[src/rtl/logic_chk_pkg.sv]
// logic_chk_pkg: shared types and constants for logic_func_checker
// Contents: FSM state enum, vector count, golden truth table, index/counter/error widths.
package logic_chk_pkg;
  localparam int NUM_VEC = 16;
  localparam int IDX_W = 4;
  localparam int CNT_W = 4;
  localparam int ERR_W = 5;
  localparam logic [NUM_VEC-1:0] TRUTH_DEFAULT = 16'h131F;
  typedef enum logic [1:0] {IDLE, HOLD, DONE} state_t;
endpackage

[src/rtl/logic_chk_vecgen.sv]
// logic_chk_vecgen: vector index and settle counters for logic_func_checker
// Ports: clk, rst_n (async active-low); clear restarts at vector 0; run advances the
// settle counter; stop freezes the index on the current vector; idx is the registered
// vector; strobe marks the sampling cycle; last flags vector NUM_VEC-1.
module logic_chk_vecgen import logic_chk_pkg::*; #(
  parameter int SETTLE_CYCLES = 2
) (
  input  logic             clk,
  input  logic             rst_n,
  input  logic             clear,
  input  logic             run,
  input  logic             stop,
  output logic [IDX_W-1:0] idx,
  output logic             strobe,
  output logic             last
);
  logic [CNT_W-1:0] cnt;
  assign strobe = run && cnt == CNT_W'(SETTLE_CYCLES);
  assign last = idx == IDX_W'(NUM_VEC - 1);
  // idx stays on the final (or aborting) vector after a run so w/x/y/z do not move.
  always_ff @(posedge clk or negedge rst_n)
    if (!rst_n) begin
      idx <= '0;
      cnt <= '0;
    end else if (clear) begin
      idx <= '0;
      cnt <= '0;
    end else if (run) begin
      cnt <= strobe ? '0 : cnt + 1'b1;
      if (strobe && !last && !stop) idx <= idx + 1'b1;
    end
endmodule

[config.mk]
export PLATFORM = sky130hd
export DESIGN_NAME = logic_chk_vecgen
export DESIGN_NICKNAME = d
export VERILOG_FILES = /design/src/rtl/logic_chk_pkg.sv /design/src/rtl/logic_chk_vecgen.sv
export SDC_FILE = /design/constraint.sdc
export NUM_CORES = 1
export LEC_CHECK = 0
export BUFFER_PORTS_ARGS = -buffer_cell sky130_fd_sc_hd__buf_4
export CAP_MARGIN = 20
export CORE_AREA = 2 2 39 41
export CTS_BUF_LIST = sky130_fd_sc_hd__clkbuf_4 sky130_fd_sc_hd__clkbuf_8 sky130_fd_sc_hd__clkbuf_16
export CTS_CLUSTER_DIAMETER = 80
export DETAILED_ROUTE_END_ITERATION = 12
export DIE_AREA = 0 0 41 43
export PLACE_DENSITY = 0.59
export SYNTH_ARGS = -nofsm -noshare
export SYNTH_HDL_FRONTEND = slang
export SYNTH_SLANG_ARGS = --single-unit
export TNS_END_PERCENT = 20
[constraint.sdc]
create_clock -name clk -period 1.5 [get_ports clk]
set_input_delay 0.225 -clock clk [delete_from_list [all_inputs] [get_ports clk]]
set_output_delay 0.225 -clock clk [all_outputs]
set_load 0.05 [all_outputs]
==> metrics.md, run 1 <==
| Metric | Value |
|---|---|
| Most frequent cells in the layout | 20 x buf_4, 6 x dfrtp_1, 4 x clkbuf_4 |
| CP Class | register to primary output |
| CTS max path bufs | 2 |
| Initial Utilization | 32.8% |
| Grt total ovfl | 0 |
| DRT antenna net count | 0 |
| Comb power frac | 14.8% |
| # fillers | 126 |
| Vias per inst | between 4 and 5 |
| R2r startpoint | cnt[0] |
| Pre-Repair DR Iteration Count | 2 |
| Yosys reg bits | 8 |
| GRT Util Overall | 15.3% |
| Layout cell share with drive strength beyond 1 | 57.7% |
| Core Util, Final | a little over half |
| Clock insertion delay at the later pin of the skew report | between 0.2 and 0.3 ns |
| Syn Nets | 54 |
| GP Congestion | 0.797 |
| Post-synthesis sequential area ratio | 44.1% |
| Top Ports | 11 |
| Worst min-delay path class | primary input to register |
| Reg2reg path depth | 6 |
| RSZ-0062 raised after global routing | true |
| Ys async rst share | 100% |
| Fmax | 0.656 GHz |
| DRT iter0 DRCs | 1 |
| CP required | between 1 and 1.5 ns |
| Nets | 80 |
| Largest net degree at the start of global routing | 10 |
| Mean post-synth cell area | 9.87 um^2 |
| CTS tree | built |
| H-tree levels | 1 |
| DRC | 0 |
| Fin. Hold Viols | 0 |
| Placed cell count | 77 |
| Post-route cell area | 747 um^2 |
| Die ar. | 0.00176 mm^2 |
| Cell Pwr Density | roughly 670 mW/mm^2 |
| Number of global-route vias before repair | 423 |
| Hold Crit Endpoint | idx[1] |
| Syn. warnings | 0 |
| Seq pwr share | 45.0% |
| Cell Area, Synth | around 450 um^2 |
| Row count | 14 |
| CP Max Fanout | 4 |
| Hpwl dp | 701 um |
| Min cycle time layout | 1.52 ns |
| FF+latch area | 203 um^2 |
| Critical path launch point type | register |
| CTS buffer count | 3 |
| Synth Flop Type | dfrtp_1 |
| Crit end category | primary output |
| Number of diodes | 0 |
| Max-cap viol count | 0 |
| Clk_skew | 0.0138 ns |
| I/O Buffers | 10 |
| Clock share of power | 40.2% |
| Vias | 427 |
| Wire per inst | around 11 um |
| Rel. slew slack | 81.7% |
| Peak VDD IR | 0.403 mV |
| Worst Tran Pin Value | about 0.27 ns |
| Area of the multi-input gates | 279 um^2 |
| Distinct cells, synth | 25 |
| Fin crit share | 102% |
| Syn-to-layout area delta | 64.5% |
| Initial antenna violation count | 0 |
| Sw Pwr | 119 uW |
| Failing checks | setup timing |
| Power, Total | between 400 and 500 uW |
| Post-Layout Cell Count | 87 |
| Reg2Reg Capture Point | idx[0] |
| Hold path startpoint | clear |
| Core area | 0.00138 mm^2 |
| Worst hold path stage count | 2 |
| Placed cell areas | 602 um^2 |
| Die width | between 40 and 50 um |
| Final Setup Violations | 4 |
| Die Y-Extent | roughly 43 um |
| Switch share | 23.9% |
| Flop-to-flop setup slack | -0.02 ns |
| CTS clk-pin slew, worst paths | 0.06 ns |
| First-pass GRT wire length | 1720 um |
| Post-Route WL | 985 um |
| LEAKAGE | 0.336 nW |
| Post-synth EDFFs | 0 |
| Status | complete, but fails checks |
| Clock Sinks | 8 |
| Arr. time, crit path | 1.30 ns |
| Final WS setup | -0.0247 ns |
| Clock root buffer | clkbuf_4 |
| Fin. max-slew vios | 0 |
| Mapped Cells | 46 |
| Most common cell after layout, fill and taps aside | buf_4 |
| Cell Int Power | 379 uW |
[what timing repair did]
item                                    in CTS  in global routing
resized for setup                           10                  7
setup buffers                                4                  1
endpoints found under the setup margin       6                  6
pin swaps                                    5                  1
hold buffers                                 1                  0
cloned                                       0                  0
hold endpoints to repair                     8                  0
[worst max-delay path, cell delays in order (launching register included)]
cell and delay, ns:
dfrtp_2 0.42, ha_4 0.17, and3_4 0.19, buf_6 0.12, buf_8 0.14
[how the worst max path moves through the flow]
stage	endpoint	slack, ns	start
5_1_grt	idx[0]	-0.1	cnt[0]
3_5_place_dp	idx[1]	-0.05	cnt[0]
2_1_floorplan	idx[1]	-0.25	idx[0]
6_report	last	-0.02	idx[1]
3_3_place_gp	idx[2]	-0.02	cnt[0]
4_1_cts	strobe	-0.03	cnt[0]
[flip-flops by register name (all words and copies together), names as in the netlist]
signal and flops:
idx 4, cnt 4
[per-stage QoR]
step           worst slack, ns  hold WS [ns]  setup TNS [ns]
3_5_place_dp           -0.0504        0.0521          -0.123
4_1_cts                -0.0299         0.178         -0.0948
2_1_floorplan           -0.247       -0.0706          -0.444
6_report               -0.0247         0.182         -0.0828
3_3_place_gp           -0.0226        0.0512         -0.0418
5_1_grt                -0.0998         0.179          -0.476
[power groups by stage]
stage	Combinational (mW)	Clock (mW)	Sequential, mW
after floorplan	0.0218	0	0.231
after global placement	0.0573	0	0.227
after detailed placement	0.0580	0	0.227
after CTS	0.0688	0.210	0.224
after global routing	0.0808	0.227	0.224
final	0.0737	0.200	0.224
[per-layer routing]
metal  track usage [%]  share of wire (%)  up-vias
met5                 0                  0        -
met4              8.00                2.2        0
met3              9.95                5.6        5
met2              20.0                 47        6
met1              18.4                 45      202
li1                  -                  -      214
[Yosys cell counts, types with 2 or more instances]
| cell | count | area [um^2] |
|---|---|---|
| dfrtp_1 | 8 | 200 |
| a21oi_1 | 5 | 25.0 |
| ha_1 | 3 | 37.5 |
| inv_1 | 3 | 11.3 |
| nand2b_1 | 3 | 18.8 |
| nand3_1 | 2 | 10.0 |
| nor3_1 | 2 | 10.0 |
| o31ai_1 | 2 | 15.0 |
| xor2_1 | 2 | 17.5 |
[layout make-up]
cell class	instances	area share [%]
Clock buffer	4	4.02
Inverter	3	1.84
Multi-Input combinational cell	32	37.4
Sequential cell	8	27.1
Tap cell	16	2.68
Timing Repair Buffer	24	27.0
[kinds of logic after synthesis]
family	share of synthesized area (%)
AOI/OAI and AO/OA	10.7
xor gates and xnor gates	3.86
adders and majority gates	8.27
buffers and inverters	5.23
DFF	44.1
muxes	2.48
and+or+nand+nor	25.3
(Power assumes the default switching activity.)
==> run 2, diff against run 1 <==
PLACE_DENSITY = 0.65   (was 0.59)
==> metrics.md, run 2 (synthesis gave the netlist of run 1 again) <==
| Metric | Value |
|---|---|
| Worst min-delay path class | primary input to register (unchanged) |
| Status | complete, but fails checks (unchanged) |
| CP Class | register to primary output (unchanged) |
| CTS tree | built (unchanged) |
| Core Util, Final | 53.8% (was 54.0%) |
| Setup Total Neg Slack | -0.0808 ns (was -0.0828 ns) |
| Failing checks | setup timing (unchanged) |
| Crit path to | strobe (was last) |
| Arr. time, crit path | 1.31 ns (was 1.30 ns) |
| CP cell instances | inv_2, ha_4, nand4bb_1, buf_4, inv_4, buf_8 (was ha_4, and3_4, buf_6, buf_8) |
| Peak VDD IR | 0.576 mV (was 0.403 mV) |
| Placed cell areas | 602 um^2 (unchanged) |
| Crit path largest cell delay | 0.38 ns (was 0.42 ns) |
| Grt total ovfl | 0 (unchanged) |
| DRT antenna net count | 0 (unchanged) |
| Initial antenna violation count | 0 (unchanged) |
| Flop-to-flop setup slack | -0.03 ns (was -0.02 ns) |
| Placed cell count | 77 (unchanged) |
| Top delay family on crit path | buffers and inverters (was flip-flops) |
| Switch share | 23.4% (was 23.9%) |
| Hold WS | 0.192 ns (was 0.182 ns) |
| Post-route cell area | 744 um^2 (was 747 um^2) |
| Fin. Hold Viols | 0 (unchanged) |
| Min cycle time layout | 1.54 ns (was 1.52 ns) |
| Core area | 0.00138 mm^2 (unchanged) |
| Clock share of power | 39.3% (was 40.2%) |
| Hold path startpoint | clear (unchanged) |
| Buffers & Inverters on Critical Path | 4 (was 2) |
| Vias per inst | 5.05 (was 4.91) |
| Die width | 41 um (unchanged) |
| Sw Pwr | 116 uW (was 119 uW) |
| Largest regs | cnt: 4 flops, idx: 4 flops (unchanged) |
| Die ar. | 0.00176 mm^2 (unchanged) |
| Post-Layout Cell Count | 86 (was 87) |
| Worst Tran Pin Value | 0.281 ns (was 0.272 ns) |
| Most common cell after layout, fill and taps aside | buf_4 (unchanged) |
| Crit. Startpoint | cnt[0] (was idx[1]) |
| GP Congestion | 0.798 (was 0.797) |
| Syn-to-layout area delta | 63.9% (was 64.5%) |
| CTS buffer count | 3 (unchanged) |
| LEAKAGE | 0.330 nW (was 0.336 nW) |
| # fillers | 120 (was 126) |
| Seq pwr share | 45.6% (was 45.0%) |
| Row count | 14 (unchanged) |
| Die Y-Extent | 43 um (unchanged) |
| Fmax | 0.650 GHz (was 0.656 GHz) |
| Most frequent cells in the layout | 19 x buf_4, 6 x dfrtp_1, 4 x a21oi_1, 4 x clkbuf_4, 3 x nand2b_1 (was 20 x buf_4, 6 x dfrtp_1, 4 x clkbuf_4) |
| Final Setup Violations | 4 (unchanged) |
| DRC | 0 (unchanged) |
| Number of global-route vias before repair | 400 (was 423) |
| Reg2reg path depth | 6 (unchanged) |
| Fin. max-slew vios | 0 (unchanged) |
| Number of diodes | 0 (unchanged) |
| Post-Place Worst Slack | -0.0571 ns (was -0.0504 ns) |
| CP Max Fanout | 3 (was 4) |
| CP required | 1.27 ns (about the same) |
| Vias | 434 (was 427) |
| DRT iter0 DRCs | 1 (unchanged) |
| Top Ports | 11 (unchanged) |
| H-tree levels | 1 (unchanged) |
| Crit end category | primary output (unchanged) |
| Reg2Reg Capture Point | idx[1] (was idx[0]) |
| Pre-Repair DR Iteration Count | 4 (was 2) |
| RSZ-0062 raised after global routing | true (unchanged) |
| Clk_skew | 0.0161 ns (was 0.0138 ns) |
| Final WS setup | -0.0376 ns (was -0.0247 ns) |
| Post-Route WL | 1090 um (was 985 um) |
| Power, Total | 494 uW (was 498 uW) |
| Clock root buffer | clkbuf_4 (unchanged) |
| Clock Sinks | 8 (unchanged) |
| Wire per inst | 12.7 um (was 11.3 um) |
| I/O Buffers | 10 (unchanged) |
| Fin crit share | 103% (was 102%) |
| CTS max path bufs | 2 (unchanged) |
| Levels on crit path | 6 (was 4) |
| Cell Int Power | 378 uW (was 379 uW) |
| Worst hold path stage count | 2 (unchanged) |
| Max-cap viol count | 0 (unchanged) |
| Clock insertion delay at the later pin of the skew report | 0.26 ns (about the same) |
| Largest net degree at the start of global routing | 10 (unchanged) |
| Rel. slew slack | 81.1% (was 81.7%) |
| Initial Utilization | 32.8% (unchanged) |
| Layout cell share with drive strength beyond 1 | 54.3% (was 57.7%) |
| R2r startpoint | cnt[0] (unchanged) |
| Nets | 79 (was 80) |
| GRT Util Overall | 13.5% (was 15.3%) |
| Comb power frac | 15.1% (was 14.8%) |
| CP max-delay cell | dfrtp_1 (was dfrtp_2) |
| Hpwl dp | 715 um (was 701 um) |
| First-pass GRT wire length | 1590 um (was 1720 um) |
| CTS clk-pin slew, worst paths | 0.06 ns (about the same) |
| Critical path launch point type | register (unchanged) |
| Cell Pwr Density | 663 mW/mm^2 (was 666 mW/mm^2) |
-- run 2: cell type report --
type | count | area, um^2 | share of cell area [%]
Multi-Input combinational cell | 32 | 284 | 38.2
Inverter | 3 | 13.8 | 1.85
Sequential cell | 8 | 203 | 27.2
Tap cell | 16 | 20.0 | 2.69
Clock buffer | 4 | 30.0 | 4.03
Timing Repair Buffer | 23 | 194 | 26.1
-- run 2: power by group through the flow --
| stage | logic [mW] | clock network, mW | registers [mW] |
|---|---|---|---|
| 3_5_place_dp | 0.0570 | 0 | 0.227 |
| 6_report | 0.0747 | 0.194 | 0.225 |
| 4_1_cts | 0.0684 | 0.200 | 0.225 |
| 2_1_floorplan | 0.0218 | 0 | 0.231 |
| 5_1_grt | 0.0807 | 0.219 | 0.226 |
| 3_3_place_gp | 0.0564 | 0 | 0.227 |
-- run 2: worst min path at each step --
stage,endpoint
6_report,idx[0]
5_1_grt,idx[0]
4_1_cts,idx[0]
3_5_place_dp,cnt[2]
3_3_place_gp,idx[0]
2_1_floorplan,cnt[0]
-- run 2: routing by layer --
layer / up-vias / global-route usage [%] / part of all wire, %
li1: 212 / - / -
met1: 215 / 16.7 / 44
met2: 7 / 20.3 / 52
met3: 0 / 9.42 / 4.0
met4: 0 / 0 / 0
met5: - / 0 / 0
-- run 2: what timing repair did --
item | CTS | global route
pin swaps | 7 | 2
gates resized for setup | 13 | 4
setup endpoints to repair | 6 | 6
setup buffers | 2 | 2
endpoints found under the hold margin | 8 | 0
hold buffers | 1 | 0
==> run 3, diff against run 2 <==
SETUP_SLACK_MARGIN = 0.4   (was default)
SKIP_LAST_GASP = 1   (was default)
SLEW_MARGIN = 10   (was default)
==> metrics.md, run 3 (synthesis gave the netlist of run 1 again) <==
| Metric | Value |
|---|---|
| Status | complete, but fails checks (unchanged) |
| Failing checks | setup timing (unchanged) |
| Hpwl dp | 715 um (unchanged) |
| Die ar. | 0.00176 mm^2 (unchanged) |
| # fillers | 114 (was 120) |
| Largest net degree at the start of global routing | 10 (unchanged) |
| Post-Layout Cell Count | 88 (was 86) |
| Initial antenna violation count | 0 (unchanged) |
| Placed cell count | 77 (unchanged) |
| Critical path launch point type | register (unchanged) |
| Die width | 41 um (unchanged) |
| Fin. max-slew vios | 0 (unchanged) |
| Row count | 14 (unchanged) |
| Most common cell after layout, fill and taps aside | buf_4 (unchanged) |
| CP Class | register to register (was register to primary output) |
| Most frequent cells in the layout | 21 x buf_4, 6 x dfrtp_1, 4 x a21oi_1, 4 x clkbuf_4, 3 x nand2b_1 (was 19 x buf_4, 6 x dfrtp_1, 4 x a21oi_1, 4 x clkbuf_4, 3 x nand2b_1) |
| Power, Total | 497 uW (was 494 uW) |
| Met3 WL | 51 um (was 44 um) |
| Rel. slew slack | 82.2% (was 81.1%) |
| Core area | 0.00138 mm^2 (unchanged) |
| Die Y-Extent | 43 um (unchanged) |
| R2r startpoint | cnt[0] (unchanged) |
| DRT antenna net count | 0 (unchanged) |
| CP Max Fanout | 5 (was 3) |
| Clock root buffer | clkbuf_4 (unchanged) |
| LEAKAGE | 0.341 nW (was 0.330 nW) |
| Clock Sinks | 8 (unchanged) |
| Nets | 81 (was 79) |
| Setup Total Neg Slack | -0.166 ns (was -0.0808 ns) |
| Largest regs | cnt: 4 flops, idx: 4 flops (unchanged) |
| Final Setup Violations | 5 (was 4) |
| DRT iter0 DRCs | 10 (was 1) |
| CTS buffer count | 3 (unchanged) |
| Wl on met1 | 486 um (was 482 um) |
| Hold path startpoint | clear (unchanged) |
| Number of diodes | 0 (unchanged) |
| DR top layer | met3 (unchanged) |
| CTS tree | built (unchanged) |
| Number of global-route vias before repair | 409 (was 400) |
| Crit end category | register (was primary output) |
| Final WS setup | -0.0899 ns (was -0.0376 ns) |
| Layout cell share with drive strength beyond 1 | 56.9% (was 54.3%) |
| First-pass GRT wire length | 1620 um (was 1590 um) |
| Vias per inst | 5.15 (was 5.05) |
| RSZ-0062 raised after global routing | true (unchanged) |
| Post-Route WL | 1160 um (was 1090 um) |
| Clk_skew | 0.0169 ns (was 0.0161 ns) |
| Peak VDD IR | 0.577 mV (was 0.576 mV) |
| Fin. Hold Viols | 0 (unchanged) |
| H-tree levels | 1 (unchanged) |
| Worst Tran Pin Value | 0.265 ns (was 0.281 ns) |
| Min cycle time layout | 1.59 ns (was 1.54 ns) |
| Clock insertion delay at the later pin of the skew report | 0.26 ns (about the same) |
| DRC | 0 (unchanged) |
| I/O Buffers | 10 (unchanged) |
| Cell Pwr Density | 655 mW/mm^2 (was 663 mW/mm^2) |
| GRT Util Overall | 13.9% (was 13.5%) |
| Arr. time, crit path | 1.77 ns (was 1.31 ns) |
| Fin crit share | 106% (was 103%) |
| CP required | 1.68 ns (was 1.27 ns) |
| Vias | 453 (was 434) |
| Worst min-delay path class | primary input to register (unchanged) |
| Fmax | 0.629 GHz (was 0.650 GHz) |
| Wire per inst | 13.2 um (was 12.7 um) |
| CTS clk-pin slew, worst paths | 0.06 ns (about the same) |
| GP Congestion | 0.798 (unchanged) |
| Initial Utilization | 32.8% (unchanged) |
| Grt total ovfl | 0 (unchanged) |
| DR WL met2 | 620 um (was 562 um) |
| Top Ports | 11 (unchanged) |
| Syn-to-layout area delta | 67.2% (was 63.9%) |
| Max-cap viol count | 0 (unchanged) |
| CTS max path bufs | 2 (unchanged) |
| Pre-Repair DR Iteration Count | 4 (unchanged) |
| Crit. Startpoint | cnt[0] (unchanged) |
[run 3: changes by cell type in the layout (fill, tap and decap cells not counted)]
cell / before / now
buf_4: 19 / 21
mux2_2: 0 / 1
mux2_4: 1 / 0
or4_1: 1 / 0
or4_4: 0 / 1
[run 3: critical path, stage by stage, from the launching register on]
cell       delay (ns)
dfrtp_1          0.38
inv_2            0.08
ha_4             0.11
nand4bb_1        0.13
buf_4            0.18
or4b_1           0.47
a21oi_1          0.16
[run 3: final cells by class]
cell class                      instances  area (um^2)  share of cell area, %
Timing Repair Buffer                   25          209                   27.5
Inverter                                3         13.8                   1.81
Clock buffer                            4         30.0                   3.95
Multi-Input combinational cell         32          284                   37.4
Sequential cell                         8          203                   26.7
Tap cell                               16         20.0                   2.64
[run 3: routing by layer]
layer  up-vias  GRT usage (%)
met5         -              0
li1        217              -
met2        11           21.9
met3         0           9.42
met1       225           16.3
met4         0              0
[run 3: final timing paths]
| path | end | slack (ns) | cells after the start |
|---|---|---|---|
| worst max-delay path | idx[1] | -0.09 | 6 |
| min in group asynchronous | idx[0] | 0.31 | 2 |
| max in group asynchronous | cnt[1] | 1.04 | 2 |
| worst max register to register | idx[1] | -0.09 | 6 |
| worst min register to register | cnt[3] | 0.55 | 2 |
| worst min-delay path | idx[0] | 0.20 | 2 |
[run 3: timing repair]
action,4_1_cts,5_1_grt
hold buffers,1,0
pin swaps,6,3
buffers inserted,3,3
endpoints found under the setup margin,11,13
hold endpoints to repair,8,0
resized for setup,11,6
[run 3: report_power, final]
part | internal (mW) | switching (mW)
sequential | 0.221 | 0.00420
clock | 0.120 | 0.0751
combinational | 0.0389 | 0.0383
[run 3: metrics by stage]
stage | instance area [um^2] | util, % | hold WS, ns | setup WS, ns
2_1_floorplan | 469 | - | -0.0706 | -0.247
3_3_place_gp | 602 | 43.5 | 0.0483 | -0.000306
3_5_place_dp | 602 | 43.5 | 0.0484 | -0.0571
4_1_cts | 712 | 51.4 | 0.186 | -0.0215
5_1_grt | 759 | 54.9 | 0.200 | -0.139
6_report | 759 | 54.9 | 0.195 | -0.0899
